**config.mk**
```make
export PLATFORM = sky130hd
export DESIGN_NAME = fu_execute_cluster
export DESIGN_NICKNAME = d
export VERILOG_FILES = /design/src/rtl/fu_execute_cluster.sv
export SDC_FILE = /design/constraint.sdc
export NUM_CORES = 1
export LEC_CHECK = 0
export CORE_UTILIZATION = 30
export DETAILED_ROUTE_END_ITERATION = 6
export GPL_TIMING_DRIVEN = 0
export PLACE_DENSITY_LB_ADDON = 0.25
export SETUP_SLACK_MARGIN = 0.3
export SLEW_MARGIN = 25
export SYNTH_ARGS = -nofsm -noshare
export SYNTH_HDL_FRONTEND = slang
export SYNTH_SLANG_ARGS = --single-unit
```
**constraint.sdc**
```tcl
create_clock -name clk -period 5.5 [get_ports clk]
set_input_delay 1.375 -clock clk [delete_from_list [all_inputs] [get_ports clk]]
set_output_delay 1.375 -clock clk [all_outputs]
set_load 0.05 [all_outputs]
```
**src/rtl/fu_execute_cluster.sv**
```systemverilog
// Three-lane execute cluster: lanes 0/1 are single-cycle ALUs, lane 2 adds a
// load/store path driven by an IDLE -> MEM -> RESP handshake FSM.
module fu_execute_cluster #(
  parameter int AR_SIZE  = 6,
  parameter int FU_ARRAY = 3
) (
  input  logic               clk,
  input  logic               rstn,
  input  logic [2:0]         tunnel_in,
  input  logic [3:0]         op_in0,
  input  logic [3:0]         op_in1,
  input  logic [3:0]         op_in2,
  input  logic [AR_SIZE-1:0] rd_in0,
  input  logic [AR_SIZE-1:0] rd_in1,
  input  logic [AR_SIZE-1:0] rd_in2,
  input  logic [31:0]        rs1_value_in0,
  input  logic [31:0]        rs1_value_in1,
  input  logic [31:0]        rs1_value_in2,
  input  logic [31:0]        rs2_value_in0,
  input  logic [31:0]        rs2_value_in1,
  input  logic [31:0]        rs2_value_in2,
  input  logic [31:0]        imm_value_in0,
  input  logic [31:0]        imm_value_in1,
  input  logic [31:0]        imm_value_in2,
  output logic [2:0]         fu_ready_out,
  output logic               FU0_flag_out,
  output logic               FU1_flag_out,
  output logic               FU2_flag_out,
  output logic [AR_SIZE-1:0] reg_tag_from_FU0_out,
  output logic [AR_SIZE-1:0] reg_tag_from_FU1_out,
  output logic [AR_SIZE-1:0] reg_tag_from_FU2_out,
  output logic [31:0]        reg_value_from_FU0_out,
  output logic [31:0]        reg_value_from_FU1_out,
  output logic [31:0]        reg_value_from_FU2_out,
  output logic               mem_req_out,
  output logic               mem_we_out,
  output logic [1:0]         mem_size_out,
  output logic [31:0]        mem_addr_out,
  output logic [31:0]        mem_wdata_out,
  input  logic               mem_ack_in,
  input  logic [31:0]        mem_rdata_in,
  output logic               err_out
);

  localparam logic [3:0] OP_ADD  = 4'd1;
  localparam logic [3:0] OP_ADDI = 4'd2;
  localparam logic [3:0] OP_LUI  = 4'd3;
  localparam logic [3:0] OP_ORI  = 4'd4;
  localparam logic [3:0] OP_XOR  = 4'd5;
  localparam logic [3:0] OP_SRAI = 4'd6;
  localparam logic [3:0] OP_LB   = 4'd7;
  localparam logic [3:0] OP_LW   = 4'd8;
  localparam logic [3:0] OP_SB   = 4'd9;
  localparam logic [3:0] OP_SW   = 4'd10;

  if (FU_ARRAY != 3) begin : g_lane_check
    $error("fu_execute_cluster is built for exactly three lanes");
  end

  typedef enum logic [1:0] {S_IDLE, S_MEM, S_RESP} state_t;

  function automatic logic op_is_alu(input logic [3:0] op);
    return (op >= OP_ADD) && (op <= OP_SRAI);
  endfunction

  function automatic logic op_is_mem(input logic [3:0] op);
    return (op >= OP_LB) && (op <= OP_SW);
  endfunction

  function automatic logic [31:0] alu_calc(input logic [3:0] op, input logic [31:0] a,
                                           input logic [31:0] b, input logic [31:0] imm);
    logic signed [31:0] sa;
    logic [31:0]        res;
    sa = signed'(a);
    case (op)
      OP_ADD:  res = a + b;
      OP_ADDI: res = a + imm;
      OP_LUI:  res = imm;
      OP_ORI:  res = a | imm;
      OP_XOR:  res = a ^ b;
      OP_SRAI: res = 32'(sa >>> imm[4:0]);
      default: res = '0;
    endcase
    return res;
  endfunction

  logic [3:0]         w_op  [3];
  logic [AR_SIZE-1:0] w_rd  [3];
  logic [31:0]        w_rs1 [3];
  logic [31:0]        w_rs2 [3];
  logic [31:0]        w_imm [3];

  assign w_op  = '{op_in0, op_in1, op_in2};
  assign w_rd  = '{rd_in0, rd_in1, rd_in2};
  assign w_rs1 = '{rs1_value_in0, rs1_value_in1, rs1_value_in2};
  assign w_rs2 = '{rs2_value_in0, rs2_value_in1, rs2_value_in2};
  assign w_imm = '{imm_value_in0, imm_value_in1, imm_value_in2};

  state_t             r_state, w_state_nxt;
  logic [2:0]         r_flag;
  logic [AR_SIZE-1:0] r_tag [3];
  logic [31:0]        r_val [3];
  logic               r_req, r_we, r_ld, r_err, r_alive;
  logic [1:0]         r_size;
  logic [31:0]        r_addr, r_wdata;
  logic [AR_SIZE-1:0] r_mem_tag;

  logic [2:0]  w_ok, w_alu_fire;
  logic        w_mem_fire, w_err, w_ack_take;
  logic [31:0] w_load_val;

  // Issue legality: lanes 0/1 take ALU ops only; lane 2 takes anything legal, but only in IDLE
  always_comb begin
    w_ok       = '0;
    w_alu_fire = '0;
    for (int i = 0; i < 3; i++) begin
      if (i == 2)
        w_ok[i] = tunnel_in[i] && (r_state == S_IDLE) &&
                  (op_is_alu(w_op[i]) || op_is_mem(w_op[i]));
      else
        w_ok[i] = tunnel_in[i] && op_is_alu(w_op[i]);
      w_alu_fire[i] = w_ok[i] && op_is_alu(w_op[i]);
    end
    w_mem_fire = w_ok[2] && op_is_mem(w_op[2]);
    w_err      = |(tunnel_in & ~w_ok);
    w_ack_take = (r_state == S_MEM) && mem_ack_in;
    w_load_val = (r_size == 2'd0) ? {{24{mem_rdata_in[7]}}, mem_rdata_in[7:0]} : mem_rdata_in;
  end

  always_comb begin
    w_state_nxt = r_state;
    unique case (r_state)
      S_IDLE:  if (w_mem_fire) w_state_nxt = S_MEM;
      S_MEM:   if (mem_ack_in) w_state_nxt = S_RESP;
      S_RESP:  w_state_nxt = S_IDLE;
      default: w_state_nxt = S_IDLE;
    endcase
  end

  always_ff @(posedge clk or negedge rstn) begin
    if (!rstn) begin
      r_state <= S_IDLE;
      r_alive <= 1'b0;
      r_err   <= 1'b0;
    end else begin
      r_state <= w_state_nxt;
      r_alive <= 1'b1;
      r_err   <= w_err;
    end
  end

  // Result broadcast: ALU results one cycle after issue, load data in the RESP cycle
  always_ff @(posedge clk or negedge rstn) begin
    if (!rstn) begin
      r_flag <= '0;
      for (int i = 0; i < 3; i++) begin
        r_tag[i] <= '0;
        r_val[i] <= '0;
      end
    end else begin
      for (int i = 0; i < 3; i++) begin
        r_flag[i] <= w_alu_fire[i];
        if (w_alu_fire[i]) begin
          r_tag[i] <= w_rd[i];
          r_val[i] <= alu_calc(w_op[i], w_rs1[i], w_rs2[i], w_imm[i]);
        end
      end
      if (w_ack_take && r_ld) begin
        r_flag[2] <= 1'b1;
        r_tag[2]  <= r_mem_tag;
        r_val[2]  <= w_load_val;
      end
    end
  end

  always_ff @(posedge clk or negedge rstn) begin
    if (!rstn) begin
      r_req     <= 1'b0;
      r_we      <= 1'b0;
      r_ld      <= 1'b0;
      r_size    <= '0;
      r_addr    <= '0;
      r_wdata   <= '0;
      r_mem_tag <= '0;
    end else if (w_mem_fire) begin
      r_req     <= 1'b1;
      r_we      <= (w_op[2] == OP_SB) || (w_op[2] == OP_SW);
      r_ld      <= (w_op[2] == OP_LB) || (w_op[2] == OP_LW);
      r_size    <= ((w_op[2] == OP_LB) || (w_op[2] == OP_SB)) ? 2'd0 : 2'd2;
      r_addr    <= w_rs1[2] + w_imm[2];
      r_wdata   <= (w_op[2] == OP_SB) ? {24'h0, w_rs2[2][7:0]} : w_rs2[2];
      r_mem_tag <= w_rd[2];
    end else if (w_ack_take) begin
      r_req <= 1'b0;
    end
  end

  assign fu_ready_out           = {r_alive && (r_state == S_IDLE), r_alive, r_alive};
  assign FU0_flag_out           = r_flag[0];
  assign FU1_flag_out           = r_flag[1];
  assign FU2_flag_out           = r_flag[2];
  assign reg_tag_from_FU0_out   = r_tag[0];
  assign reg_tag_from_FU1_out   = r_tag[1];
  assign reg_tag_from_FU2_out   = r_tag[2];
  assign reg_value_from_FU0_out = r_val[0];
  assign reg_value_from_FU1_out = r_val[1];
  assign reg_value_from_FU2_out = r_val[2];
  assign mem_req_out            = r_req;
  assign mem_we_out             = r_we;
  assign mem_size_out           = r_size;
  assign mem_addr_out           = r_addr;
  assign mem_wdata_out          = r_wdata;
  assign err_out                = r_err;

endmodule

```
==> metrics.txt <==
hold buffer count at cts 0; fraction of the yosys area taken by sequential cells 20.72%; number of input and output port buffers inserted roughly 530; R2R setup slack between 2000 and 2500 ps; Post-synth EDFFs 0; overall track demand over capacity in global routing a little under a third; commonest cells after routing, fill and taps aside sky130_fd_sc_hd__clkdlybuf4s50_1 (530), sky130_fd_sc_hd__nand2_1 (425), sky130_fd_sc_hd__o21ai_0 (254); Synth Flop Type sky130_fd_sc_hd__dfrtp_1; cell total after placement 4570; number of failing setup endpoints in the final timing report 0; post-layout minimum cycle time slightly above 5000 ps; post-synthesis average cell area a little under 8 sq um; switching part of the total between 50% and 60%; CP max stage delay around 650 ps; final clock skew 22.27 ps; internal power consumption between 4 and 5 mW; number of max-slew violations in the final report 0; horizontal die dimension approximately 280 microns; CTS Root Cell sky130_fd_sc_hd__clkbuf_16; maximum number of pins on one net before global-route repair 77; Worst EP required just under 6000 ps; number of cell rows between 100 and 150; leakage power of the design around 13 nW; hold depth 2; flip-flop and latch count after synthesis just under 200; final period utilization between 90% and 100%; Initial Util roughly 30%; async set-or-reset flop fraction in the synthesized netlist 100.0%; startpoint of the lowest-slack register-to-register path r_state[1]; total wirelength of the detailed-routed design ~130000 microns; maximum clock path buffer count 2; die area approximately 0.080 sq mm; clock network power share approximately 16%; largest cells by area after synthesis sky130_fd_sc_hd__dfrtp_1 (21%), sky130_fd_sc_hd__ha_1 (9.0%), sky130_fd_sc_hd__nand2_1 (6.8%); core box area approximately 0.078 sq mm; critical path fanouts, max 10; routed wirelength normalized by instance count ~28 microns; worst path cell trace clkdlybuf4s50_1 -> buf_2 -> nor3_1 -> nor3_1 -> nand2_1 -> inv_1 -> clkbuf_1 -> clkbuf_1 -> nand3_1 -> a221oi_1 -> nor2_1; grt total ovfl 0; filler-free cell count of the finished design between 4000 and 5000; Clk pin slew, worst setup/hold paths approximately 90 ps; ports placed on the boundary between 500 and 600; final number of hold-violating endpoints 0; Synthesis Warnings 0; die height 282.2 microns; actual transition at the worst max-transition pin 1109 ps; detailed placer's ending HPWL approximately 110000 microns; most common cell after layout, fill and taps aside sky130_fd_sc_hd__clkdlybuf4s50_1; gp weighted congestion just over 1; area grow syn2layout 32.12%; # clock sinks a little under 200; Residual DRC 0; result of the run finished, final reports clean; Mapped Cells ~3000; Critical R2R Capture err_out; vias after detailed routing around 27000; Synth top area share between 20 and 25%; Reg power frac roughly 24%; Util after Layout 40.10%; TritonCTS Buffers 17; setup repair after global routing missed its margin yes; routed vias/inst ~5.9; share of final-layout standard cells stronger than drive strength 1 9.058%; global-route wire length before repair between 150000 and 200000 microns; nature of the critical path startpoint input port; met3 Usage GRT under 10%; critical path class in2reg; Peak VDD IR just over 0.2 mV; end point of the worst hold path reg_tag_from_FU0_out[3]; via count of the first global-routing pass ~26000; signal arrival time at the worst endpoint approximately 5600 ps; clk_lat worst skew between 500 and 600 ps; GR peak layer met2; number of distinct library cells after synthesis 84; origin of the worst min-delay path reg_tag_from_FU0_out[3]; maxcap violations 0; fraction of power consumed by combinational cells between 50 and 60%; max frequency ~190 MHz; Synth area leader sky130_fd_sc_hd__dfrtp_1; number of H-tree branching levels 4; met2 track demand over resource between 50% and 60%; net total in the final layout a little over 4000; max-slew headroom at the worst pin about a quarter; number of antenna violations at the first check in global routing 11; DRT iter0 DRCs between 2000 and 3000; Routed Antenna Nets 0; fill count about 8300; TritonCTS clock tree built; slowest stage cell on the critical path sky130_fd_sc_hd__clkbuf_1; number of iterations in the first detailed-routing pass 6; Post-Syn Nets approximately 3500; CP Capture Type flop; Hold/Removal Path Class reg2reg; cell area after technology mapping 0.02355 sq mm; total power density per cell area roughly 270 mW/mm^2; global-route met1 utilization 38.61%; number of cells on the worst reg-to-reg path 7; power spent charging and discharging nets around 4.2 mW
synth_stat cells, drive strengths merged (7+ instances only):
master   number
o221ai       17
inv         116
or2           7
nand2       425
a211o        12
nor3b        16
a221o        19
mux2i        84
a21oi       255
o211ai       33
and2         22
nor2b        16
a221oi       82
nand3b        9
o2111ai      14
xnor2        97
nand3        38
o22ai        15
a21boi        8
a41oi         7
nand2b       22
o21bai       18
mux2        129
dfrtp       195
a31oi        46
xor2         57
a222oi       13
buf          44
a22oi        16
and3         27
ha          170
o31ai        14
clkbuf      153
mux4         52
o21ai       265
a211oi       46
nor3         40
nand4        21
a21o         59
nor2        234
or3           9
o21a         13
power by group through the flow:
stage	Sequential, mW	Combinational (mW)	Clock, mW
floorplan	3.29	1.69	0
global placement	2.05	4.92	0
detailed placement	2.06	4.92	0
CTS	2.03	4.95	1.38
global route	2.08	5.26	1.42
finish	2.03	5.02	1.33
final cells by class:
| cell class | count | area (sq um) | area share [%] |
|---|---|---|---|
| clock buffers | 20 | 446.7 | 1.436 |
| plain buffers | 197 | 820.8 | 2.638 |
| clock inverters | 12 | 113.9 | 0.3660 |
| flip-flops and latches | 195 | 4880 | 15.68 |
| diodes | 3 | 7.507 | 0.02413 |
| multi-input cells | 2485 | 17660 | 56.75 |
| inverters | 118 | 444.2 | 1.428 |
| well taps | 1040 | 1301 | 4.182 |
| repair buffers | 539 | 5443 | 17.49 |
timing repair:
| item | in CTS | in global routing |
|---|---|---|
| buffers inserted | 4 | 0 |
| pin swaps | 4 | 6 |
| gates resized for setup | 26 | 41 |
| setup endpoints to repair | 56 | 36 |
worst max-delay path, delay by kind of cell:
kind                   cells  cell delay, ps
buffers and inverters      5            2310
AOI/OAI and AO/OA          1             440
and+or+nand+nor            5            1420
state kept, by name, indices dropped and copies added (netlist names), 2 cells and up:
name / cells
reg_value_from_FU1_out: 32
reg_value_from_FU0_out: 32
r_flag: 3
reg_tag_from_FU1_out: 6
reg_value_from_FU2_out: 32
mem_addr_out: 32
mem_wdata_out: 32
r_state: 2
reg_tag_from_FU0_out: 6
r_mem_tag: 6
reg_tag_from_FU2_out: 6
through the flow:
stage | hold WS, ps | area (sq um) | TNS, ps | setup slack, ps | power, mW
after floorplan | 480.3 | 23550 | 0 | 346.0 | 4.981
after global placement | 459.5 | 30190 | -1298890 | -6474 | 6.973
after detailed placement | 461.2 | 30260 | -39860 | -1212 | 6.977
after CTS | 480.3 | 30980 | 0 | 302.1 | 8.367
after global routing | 496.5 | 31100 | 0 | 252.3 | 8.756
final | 476.4 | 31110 | 0 | 311.1 | 8.381
logic make-up after synthesis:
group / after synthesis / share of synthesized area, %
other: 2 / 0.03189
adder cells (fa/ha/maj): 174 / 9.373
multiplexers: 265 / 14.71
AO/OA/AOI/OAI: 992 / 27.42
XOR/XNOR: 154 / 5.728
buffers and inverters: 315 / 5.223
AND/OR/NAND/NOR: 898 / 16.80
flip-flops: 195 / 20.72
how the worst max path moves through the flow:
stage / start / endpoint / slack (ps) / cells past startpoint
after floorplan: op_in0[1] / reg_value_from_FU0_out[31] / 350 / 15
after global placement: rstn / reg_value_from_FU1_out[12] / -6470 / 1
after detailed placement: op_in0[3] / reg_value_from_FU0_out[31] / -1210 / 14
after CTS: op_in1[2] / reg_value_from_FU1_out[31] / 300 / 15
after global routing: op_in1[1] / reg_value_from_FU1_out[31] / 250 / 15
final: op_in1[1] / reg_value_from_FU1_out[17] / 310 / 11
layer usage:
layer,vias up,routed length [microns]
li1,12170,-
met1,13093,50890
met2,1489,59250
met3,295,12630
met4,10,6076
met5,-,55
(Power assumes the default switching activity.)
